`config.mk`:
```
export PLATFORM = sky130hd
export DESIGN_NAME = hazard_ctrl
export DESIGN_NICKNAME = d
export VERILOG_FILES = /design/src/rtl/pipe_pkg.sv /design/src/rtl/fwd_unit.sv /design/src/rtl/hazard_ctrl.sv
export SDC_FILE = /design/constraint.sdc
export NUM_CORES = 1
export LEC_CHECK = 0
export ABC_CLOCK_PERIOD_IN_PS = 2200
export BUFFER_PORTS_ARGS = -buffer_cell sky130_fd_sc_hd__buf_4
export CELL_PAD_IN_SITES_DETAIL_PLACEMENT = 0
export CELL_PAD_IN_SITES_GLOBAL_PLACEMENT = 1
export CORE_MARGIN = 8
export CORE_UTILIZATION = 38
export DETAILED_ROUTE_END_ITERATION = 10
export PLACE_DENSITY = 0.88
export REMOVE_ABC_BUFFERS = 1
export SLEW_MARGIN = 5
export SYNTH_ARGS = -nofsm -noshare
export SYNTH_HDL_FRONTEND = slang
export SYNTH_SLANG_ARGS = --single-unit
```
`constraint.sdc`:
```
create_clock -name clk -period 2.2 [get_ports clk]
set_input_delay 0.22 -clock clk [delete_from_list [all_inputs] [get_ports clk]]
set_output_delay 0.22 -clock clk [all_outputs]
set_load 0.03 [all_outputs]
```
`src/rtl/pipe_pkg.sv`:
```
// Shared types for the pipeline hazard controller: memory FSM encoding,
// forwarding-select codes and a register-match helper.
package pipe_pkg;

   typedef enum logic [1:0] {
      ST_RUN      = 2'd0,
      ST_MEM_WAIT = 2'd1,
      ST_MEM_ERR  = 2'd2
   } state_e;

   localparam logic [1:0] FWD_RF = 2'b00;
   localparam logic [1:0] FWD_W  = 2'b01;
   localparam logic [1:0] FWD_M  = 2'b10;

   // $zero is never a real producer, so it can never match a consumer.
   function automatic logic reg_match(input logic [4:0] dst, input logic [4:0] src);
      return (dst != 5'd0) && (dst == src);
   endfunction

endpackage

```
`src/rtl/fwd_unit.sv`:
```
// Combinational forwarding select for one pair of source operands.
// The Memory-stage producer is newer, so it wins over Writeback.
module fwd_unit
   import pipe_pkg::*;
(
   input  logic [4:0] rs_i,
   input  logic [4:0] rt_i,
   input  logic       reg_write_m_i,
   input  logic [4:0] write_reg_m_i,
   input  logic       reg_write_w_i,
   input  logic [4:0] write_reg_w_i,
   output logic [1:0] fwd_a_o,
   output logic [1:0] fwd_b_o
);

   always_comb begin
      fwd_a_o = FWD_RF;
      fwd_b_o = FWD_RF;
      if (reg_write_m_i && reg_match(write_reg_m_i, rs_i)) begin
         fwd_a_o = FWD_M;
      end else if (reg_write_w_i && reg_match(write_reg_w_i, rs_i)) begin
         fwd_a_o = FWD_W;
      end else begin
         fwd_a_o = FWD_RF;
      end
      if (reg_write_m_i && reg_match(write_reg_m_i, rt_i)) begin
         fwd_b_o = FWD_M;
      end else if (reg_write_w_i && reg_match(write_reg_w_i, rt_i)) begin
         fwd_b_o = FWD_W;
      end else begin
         fwd_b_o = FWD_RF;
      end
   end

endmodule

```
`src/rtl/hazard_ctrl.sv`:
```
// Hazard/sequencing controller for the 5-stage MIPS pipeline: forwarding,
// load-use and branch stalls, and data-memory wait states with timeout.
module hazard_ctrl
   import pipe_pkg::*;
#(
   parameter int MEM_TIMEOUT = 16,
   parameter int CNT_W       = 32
) (
   input  logic             clk,
   input  logic             reset,
   input  logic [4:0]       RsD,
   input  logic [4:0]       RtD,
   input  logic [4:0]       RsE,
   input  logic [4:0]       RtE,
   input  logic [4:0]       WriteRegE,
   input  logic [4:0]       WriteRegM,
   input  logic [4:0]       WriteRegW,
   input  logic             RegWriteE,
   input  logic             RegWriteM,
   input  logic             RegWriteW,
   input  logic             MemtoRegE,
   input  logic             MemtoRegM,
   input  logic             BranchD,
   input  logic             MemAccessM,
   input  logic             mem_ready,
   output logic             mem_req,
   output logic             StallF,
   output logic             StallD,
   output logic             StallE,
   output logic             StallM,
   output logic             FlushE,
   output logic             FlushW,
   output logic [1:0]       ForwardAE,
   output logic [1:0]       ForwardBE,
   output logic             ForwardAD,
   output logic             ForwardBD,
   output logic             mem_err,
   output logic [CNT_W-1:0] stall_cycles
);

   localparam int TW = $clog2(MEM_TIMEOUT) + 1;

   state_e           state_q, state_d;
   logic [TW-1:0]    timer_q, timer_d;
   logic [CNT_W-1:0] cnt_q, cnt_d;
   logic             req_s, mem_stall_s, err_s, lwstall_s, brstall_s, haz_s;
   logic [1:0]       fwd_ad_s, fwd_bd_s;

   fwd_unit u_fwd_e (
      .rs_i          (RsE),
      .rt_i          (RtE),
      .reg_write_m_i (RegWriteM),
      .write_reg_m_i (WriteRegM),
      .reg_write_w_i (RegWriteW),
      .write_reg_w_i (WriteRegW),
      .fwd_a_o       (ForwardAE),
      .fwd_b_o       (ForwardBE)
   );

   // Branch compare in Decode only has a bypass from ALUOutM.
   fwd_unit u_fwd_d (
      .rs_i          (RsD),
      .rt_i          (RtD),
      .reg_write_m_i (RegWriteM),
      .write_reg_m_i (WriteRegM),
      .reg_write_w_i (1'b0),
      .write_reg_w_i (5'd0),
      .fwd_a_o       (fwd_ad_s),
      .fwd_b_o       (fwd_bd_s)
   );

   assign ForwardAD = (fwd_ad_s == FWD_M);
   assign ForwardBD = (fwd_bd_s == FWD_M);

   always_comb begin
      state_d     = state_q;
      timer_d     = timer_q;
      req_s       = 1'b0;
      mem_stall_s = 1'b0;
      err_s       = 1'b0;
      case (state_q)
         ST_RUN: begin
            req_s       = MemAccessM;
            mem_stall_s = MemAccessM && !mem_ready;
            if (mem_stall_s) begin
               state_d = ST_MEM_WAIT;
               timer_d = TW'(1);
            end else begin
               timer_d = '0;
            end
         end
         ST_MEM_WAIT: begin
            req_s       = 1'b1;
            mem_stall_s = !mem_ready;
            if (mem_ready) begin
               state_d = ST_RUN;
               timer_d = '0;
            end else if (timer_q == TW'(MEM_TIMEOUT - 1)) begin
               state_d = ST_MEM_ERR;
            end else begin
               timer_d = timer_q + TW'(1);
            end
         end
         ST_MEM_ERR: begin
            mem_stall_s = 1'b1;
            err_s       = 1'b1;
         end
         default: begin
            state_d = ST_RUN;
            timer_d = '0;
         end
      endcase

      lwstall_s = MemtoRegE && ((RtE == RsD) || (RtE == RtD));
      brstall_s = BranchD &&
                  ((RegWriteE && (reg_match(WriteRegE, RsD) || reg_match(WriteRegE, RtD))) ||
                   (MemtoRegM && (reg_match(WriteRegM, RsD) || reg_match(WriteRegM, RtD))));
      haz_s     = (state_q == ST_RUN) && !mem_stall_s && (lwstall_s || brstall_s);

      // Outputs are forced quiet while reset is held, even if inputs are not.
      mem_req = !reset && req_s;
      StallF  = !reset && (mem_stall_s || haz_s);
      StallD  = StallF;
      StallE  = !reset && mem_stall_s;
      StallM  = StallE;
      FlushW  = StallE;
      FlushE  = !reset && haz_s;
      mem_err = !reset && err_s;

      cnt_d = cnt_q;
      if (StallF && (cnt_q != {CNT_W{1'b1}})) begin
         cnt_d = cnt_q + CNT_W'(1);
      end else begin
         cnt_d = cnt_q;
      end
   end

   assign stall_cycles = cnt_q;

   always_ff @(posedge clk or posedge reset) begin
      if (reset) begin
         state_q <= ST_RUN;
         timer_q <= '0;
         cnt_q   <= '0;
      end else begin
         state_q <= state_d;
         timer_q <= timer_d;
         cnt_q   <= cnt_d;
      end
   end

endmodule

```
[Yosys cells after proc, flatten, opt, wreduce, memory -nomap -nowiden]
Cells that the tools add are included.
Storage, ports and cells
  register bits after elaboration: 39
  input port bits: 45
  output and inout bits: 46
  word-level logic and storage cells: 84
Operators by class
  add/sub/neg operators: 2
  equality and inequality tests: 19
  mux-type cells: 17
  bitwise gates (word level): 1
  reductions and logical operators: 42
Operators with widths (count)
  5-bit equality test: 10
  32-bit by 1-bit adder with 32-bit output, second input constant: 1
  32-bit != test, second input constant: 1
  1-bit logical AND: 27
  5-bit one-hot mux with 3 select lines: 1
  5-bit nonzero test: 3
  2-bit 2-to-1 mux: 7
  5-bit 2-to-1 mux: 2
  2-bit equality test, second input constant: 3
  1-bit logical OR: 6
  3-bit != test, second input constant: 2
  2-bit one-hot mux with 3 select lines: 1
  5-bit by 1-bit adder with 5-bit output, second input constant: 1
  5-bit by 4-bit equality test with 1-bit output, second input constant: 1
  1-bit 2-to-1 mux: 4
  1-bit zero test: 3
  1-bit one-hot mux with 3 select lines: 1
  3-bit AND reduction: 1
  2-bit by 1-bit equality test with 1-bit output, second input constant: 1
  2-bit zero test: 1
  2-bit != test, second input constant: 1
  1-bit one-hot mux with 2 select lines: 1
  2-bit AND reduction: 1
  1-bit NOT: 1

[Longest topological paths before layout]
  depth after elaboration: 11
  mapped depth: 9
  gate-level depth less buffers: 8

[Modules after synthesis]
From an unflattened synthesis, not the netlist that was laid out.
Unflattened totals
  cell total of the unflattened synthesis: 321
  area total of the unflattened synthesis: 3004.1 um2
By module, submodules not included
  hazard_ctrl: instances 1, cells each 253, area an instance 2488.6 um2
  fwd_unit: instances 2, cells each 34, area an instance 257.7 um2

[Worst setup path after synthesis]
No wires, ideal clock.
  kind: in2out
  start point: in WriteRegM[0]
  end point: out ForwardAE[0]
  data arrival time: 2.214 ns
  data required time: 1.980 ns
  path slack: -0.234 ns
  stages: 6
  path buffers: 1
  cell sequence: clkbuf_1 > nor3_1 > nand2_1 > nand2_1 > nor4_1 > nor4_1
On the way
  longest elaborated chain between the ends: 4
  elaborated cells between the ends (all ways): 5
  those cells by class: 1 x eq/ne; 1 x mux; 3 x reduce/logical
RTL lines
  start, declared: RTL line hazard_ctrl.sv:16  | input logic [4:0] WriteRegM,
  5-bit equality test or 5-bit nonzero test (tied branches): RTL line pipe_pkg.sv:17  | return (dst != 5'd0) && (dst == src);
  1-bit logical AND (*): RTL line pipe_pkg.sv:17
  1-bit logical AND (*): RTL line fwd_unit.sv:19  | if (reg_write_m_i && reg_match(write_reg_m_i, rs_i)) begin
  2-bit 2-to-1 mux (*): RTL line fwd_unit.sv:19
  end, declared: RTL line hazard_ctrl.sv:33  | output logic [1:0] ForwardAE,
Every way passes the cells marked *; elsewhere a longest branch is shown, timed or not.

[Final worst setup path]
  start point: reg state_q[1]
  end point: out StallF
On the way
  longest elaborated chain between the ends: 7
  elaborated cells between the ends (all ways): 9
  those cells by class: 2 x eq/ne; 1 x mux; 6 x reduce/logical
RTL lines
  start, declared: RTL line hazard_ctrl.sv:43  | state_e state_q, state_d;
  start signal, assigned: RTL line hazard_ctrl.sv:146  | state_q <= state_d;
  2-bit equality test, or another cell as far along: RTL line hazard_ctrl.sv:81  | case (state_q)
  1-bit one-hot mux with 3 select lines: RTL line hazard_ctrl.sv:81
  1-bit zero test: RTL line hazard_ctrl.sv:118  | haz_s = (state_q == ST_RUN) && !mem_stall_s && (lwstall_s || brstall_s);
  1-bit logical AND (2 in a row): RTL line hazard_ctrl.sv:118
  1-bit logical OR (*): RTL line hazard_ctrl.sv:122  | StallF = !reset && (mem_stall_s || haz_s);
  1-bit logical AND (*): RTL line hazard_ctrl.sv:122
  end, declared: RTL line hazard_ctrl.sv:27  | output logic StallF,
Marked as above.

==> summary.md <==
| Metric | Value |
|---|---|
| Status | `complete, no violations` |
| Synth Area per Inst | `9.23 sq um` |
| Slew margin rel. | `0.667` |
| Crit path DAT | `between 1.5 and 2 ns` |
| Yosys warnings | `0` |
| Synth top area share | `0.349` |
| DP HPWL | `6010 microns` |
| Worst Setup SP | `state_q[1]$_DFFE_PP0P_` |
| Pleak | `1.62 nW` |
| Ant diodes | `0` |
| Die Area | `a little over 10,000 sq um` |
| Worst path required time | `1.98 ns` |
| Synth Register Bits | `39` |
| Post_cts resized | `0` |
| TritonCTS Buffers | `5` |
| Final WL | `about 7500 microns` |
| Row Count | `31` |
| Cts hold-fix bufs | `0` |
| Post-Route Skew | `between 0.009 and 0.01 ns` |
| RSZ-0062 raised after global routing | `no` |
| Worst-path clk slew | `~0.080 ns` |
| TritonCTS clock tree | `built` |
| Least-Margin Pin Slew | `about 0.5 ns` |
| Clk root buf | `clkbuf_8` |
| Final setup violation count | `0` |
| R2R setup slack | `0.21 ns` |
| I/O Pins | `between 90 and 100` |
| Largest area contributor in the netlist | `dfrtp_1` |
| Antenna viol nets, final | `0` |
| Reg2Reg Launch Point | `stall_cycles[26]$_DFFE_PP0P_` |
| Share of post-route cells with drive strength above 1 | `0.301` |
| Worst vdd rail ir drop | `between 0.4 and 0.5 mV` |
| Async SR Flop Fraction | `1.00` |
| Post-synthesis sequential area ratio | `0.349` |
| Min Tclk post-route | `about 2.0 ns` |
| DIE HEIGHT | `102 microns` |
| Post-synth EDFFs | `0` |
| Max Cap Violations | `0` |
| Final worst path period share | `0.920` |
| Routability congestion estimate | `between 0.8 and 0.9` |
| Peak fanout along the critical path | `20` |
| Hold Vio Cnt, Final | `0` |
| Mapped Cells | `a little over 300` |
| Yosys cell types | `40` |
| First-pass GRT wire length | `~12,000 microns` |
| Port Buffers | `90` |
| Vias per Instance | `just over 5` |
| Commonest non-fill, non-tap cells in the layout | `97 x buf_4, 58 x xnor2_1, 39 x dfrtp_1` |
| Most common cell after layout, fill and taps aside | `buf_4` |
| Initial antenna violation count | `0` |
| Worst-skew pair later-pin latency | `~0.29 ns` |
| Placed instance area | `around 3600 sq um` |
| Fmax | `494 MHz` |
| Detailed-route via count | `about 2,500` |
| Largest net degree at the start of global routing | `40` |
| Layout area overhead | `31.7%` |
| Critical Path End Type | `output port` |
| H-tree depth | `2` |
| Final Max Tran Viols | `0` |
| Crit path kind | `flip-flop to output port` |
| Clock buffer depth | `2` |
| Worst hold path class | `input pin to async pin` |
| Mapped Area | `approximately 2800 sq um` |
| Initial Util | `0.390` |
| Vias in the first global route | `about 2,500` |
| CP Launch Type | `flip-flop` |
| Synth Flop Type | `dfrtp_1` |
| Post-CTS setup buffer count | `0` |
| Top cells by area, synth | `dfrtp_1 35%, xnor2_1 18%, xor2_1 7.8%` |
| Wirelength per Cell | `around 15 microns` |
| Final instance area | `about 3700 sq um` |
| Post-Place Worst Slack | `between 0.15 and 0.2 ns` |
| Core area | `around 7200 sq um` |
| Worst r2r path cells | `7` |
| Power Density | `between 500 and 600 nW/um^2` |
| Nets | `~440` |
| GRT Total Usage | `0.149` |
| Clock tree sinks | `39` |
| Final worst slack | `about 0.18 ns` |
| Worst r2r dst | `stall_cycles[25]$_DFFE_PP0P_` |
| DRT iter0 DRCs | `127` |
| First-pass DRT Iterations | `4` |
| Drt drc | `0` |
| Gr ovfl total | `0` |
| Placed Cells | `between 400 and 500` |
| DIE WIDTH | `102 microns` |
| Fin cells | `491` |
[worst max-delay path by stage]
| stage | endpoint | slack (ns) | cells past startpoint |
|---|---|---|---|
| after detailed placement | stall_cycles[1]$_DFFE_PP0P_ | 0.18 | 7 |
| after floorplan | FlushW | -0.74 | 4 |
| after global routing | StallD | 0.03 | 5 |
| after global placement | stall_cycles[2]$_DFFE_PP0P_ | 0.24 | 9 |
| final | StallF | 0.18 | 5 |
| after CTS | StallF | 0.15 | 5 |
[metrics by stage]
stage / hold WS, ns / power (mW) / TNS, ns / utilization
6_report: 0.108 / 2.13 / 0 / 0.513
5_1_grt: 0.165 / 2.26 / 0 / 0.513
4_1_cts: 0.122 / 2.16 / 0 / 0.512
3_5_place_dp: 0.447 / 1.51 / 0 / 0.495
3_3_place_gp: 0.433 / 1.50 / 0 / 0.495
2_1_floorplan: 0.416 / 1.22 / -2.27 / -
[cells in the mapped netlist, types with 3 or more instances]
master / n
and3_4: 4
mux2i_1: 3
xor2_1: 25
buf_2: 5
nor4_1: 6
and2_1: 3
xnor2_1: 58
and3_1: 13
dfrtp_1: 39
buf_4: 5
or4_1: 4
nor2_1: 12
nand2_1: 26
o21ai_0: 5
inv_1: 3
ha_1: 3
clkbuf_1: 5
nand4_1: 14
nor3_1: 12
and4_1: 4
a21oi_1: 4
nand3_1: 26
[power breakdown]
part	switching [mW]	internal [mW]	leakage, nW	total, mW
clock	0.262	0.373	0.0618	0.635
combinational	0.363	0.273	1.05	0.636
sequential	0.0814	0.781	0.500	0.862
[critical path, stage by stage (launching register included)]
cell and delay [ns]:
dfrtp_1 0.45, or2_1 0.31, a21oi_1 0.16, buf_4 0.24, and2_1 0.18, buf_4 0.16
[cell families (layout without fill, tap and decap cells)]
kind of cell	after synthesis	after routing	share of synthesized area
AND/OR/NAND/NOR	137	137	0.282
multiplexers	4	4	0.0148
adder cells (fa/ha/maj)	3	3	0.0134
AO/OA/AOI/OAI	18	18	0.0430
XOR/XNOR	83	83	0.260
flip-flops	39	39	0.349
buffers and inverters	19	108	0.0372
[sequential cells by signal, indices dropped and copies added, names as in the netlist]
signal	flops
stall_cycles	32
timer_q	5
state_q	2
[routing by layer]
layer | routed length, microns | global-route usage | vias up
li1 | - | - | 1238
met1 | 3440 | 0.197 | 1179
met2 | 3540 | 0.242 | 66
met3 | 419 | 0.0309 | 5
met4 | 62 | 0.0309 | 0
met5 | 0 | 0 | -
[final cells by class]
type,instances,area [sq um]
Fill cell,677,3490
Multi-Input combinational cell,245,1720
Sequential cell,39,976
Timing Repair Buffer,97,728
Tap cell,99,124
Clock buffer,6,82.6
Clock inverter,2,38.8
Inverter,3,11.3
No activity file was read; power rests on OpenSTA's default activity.
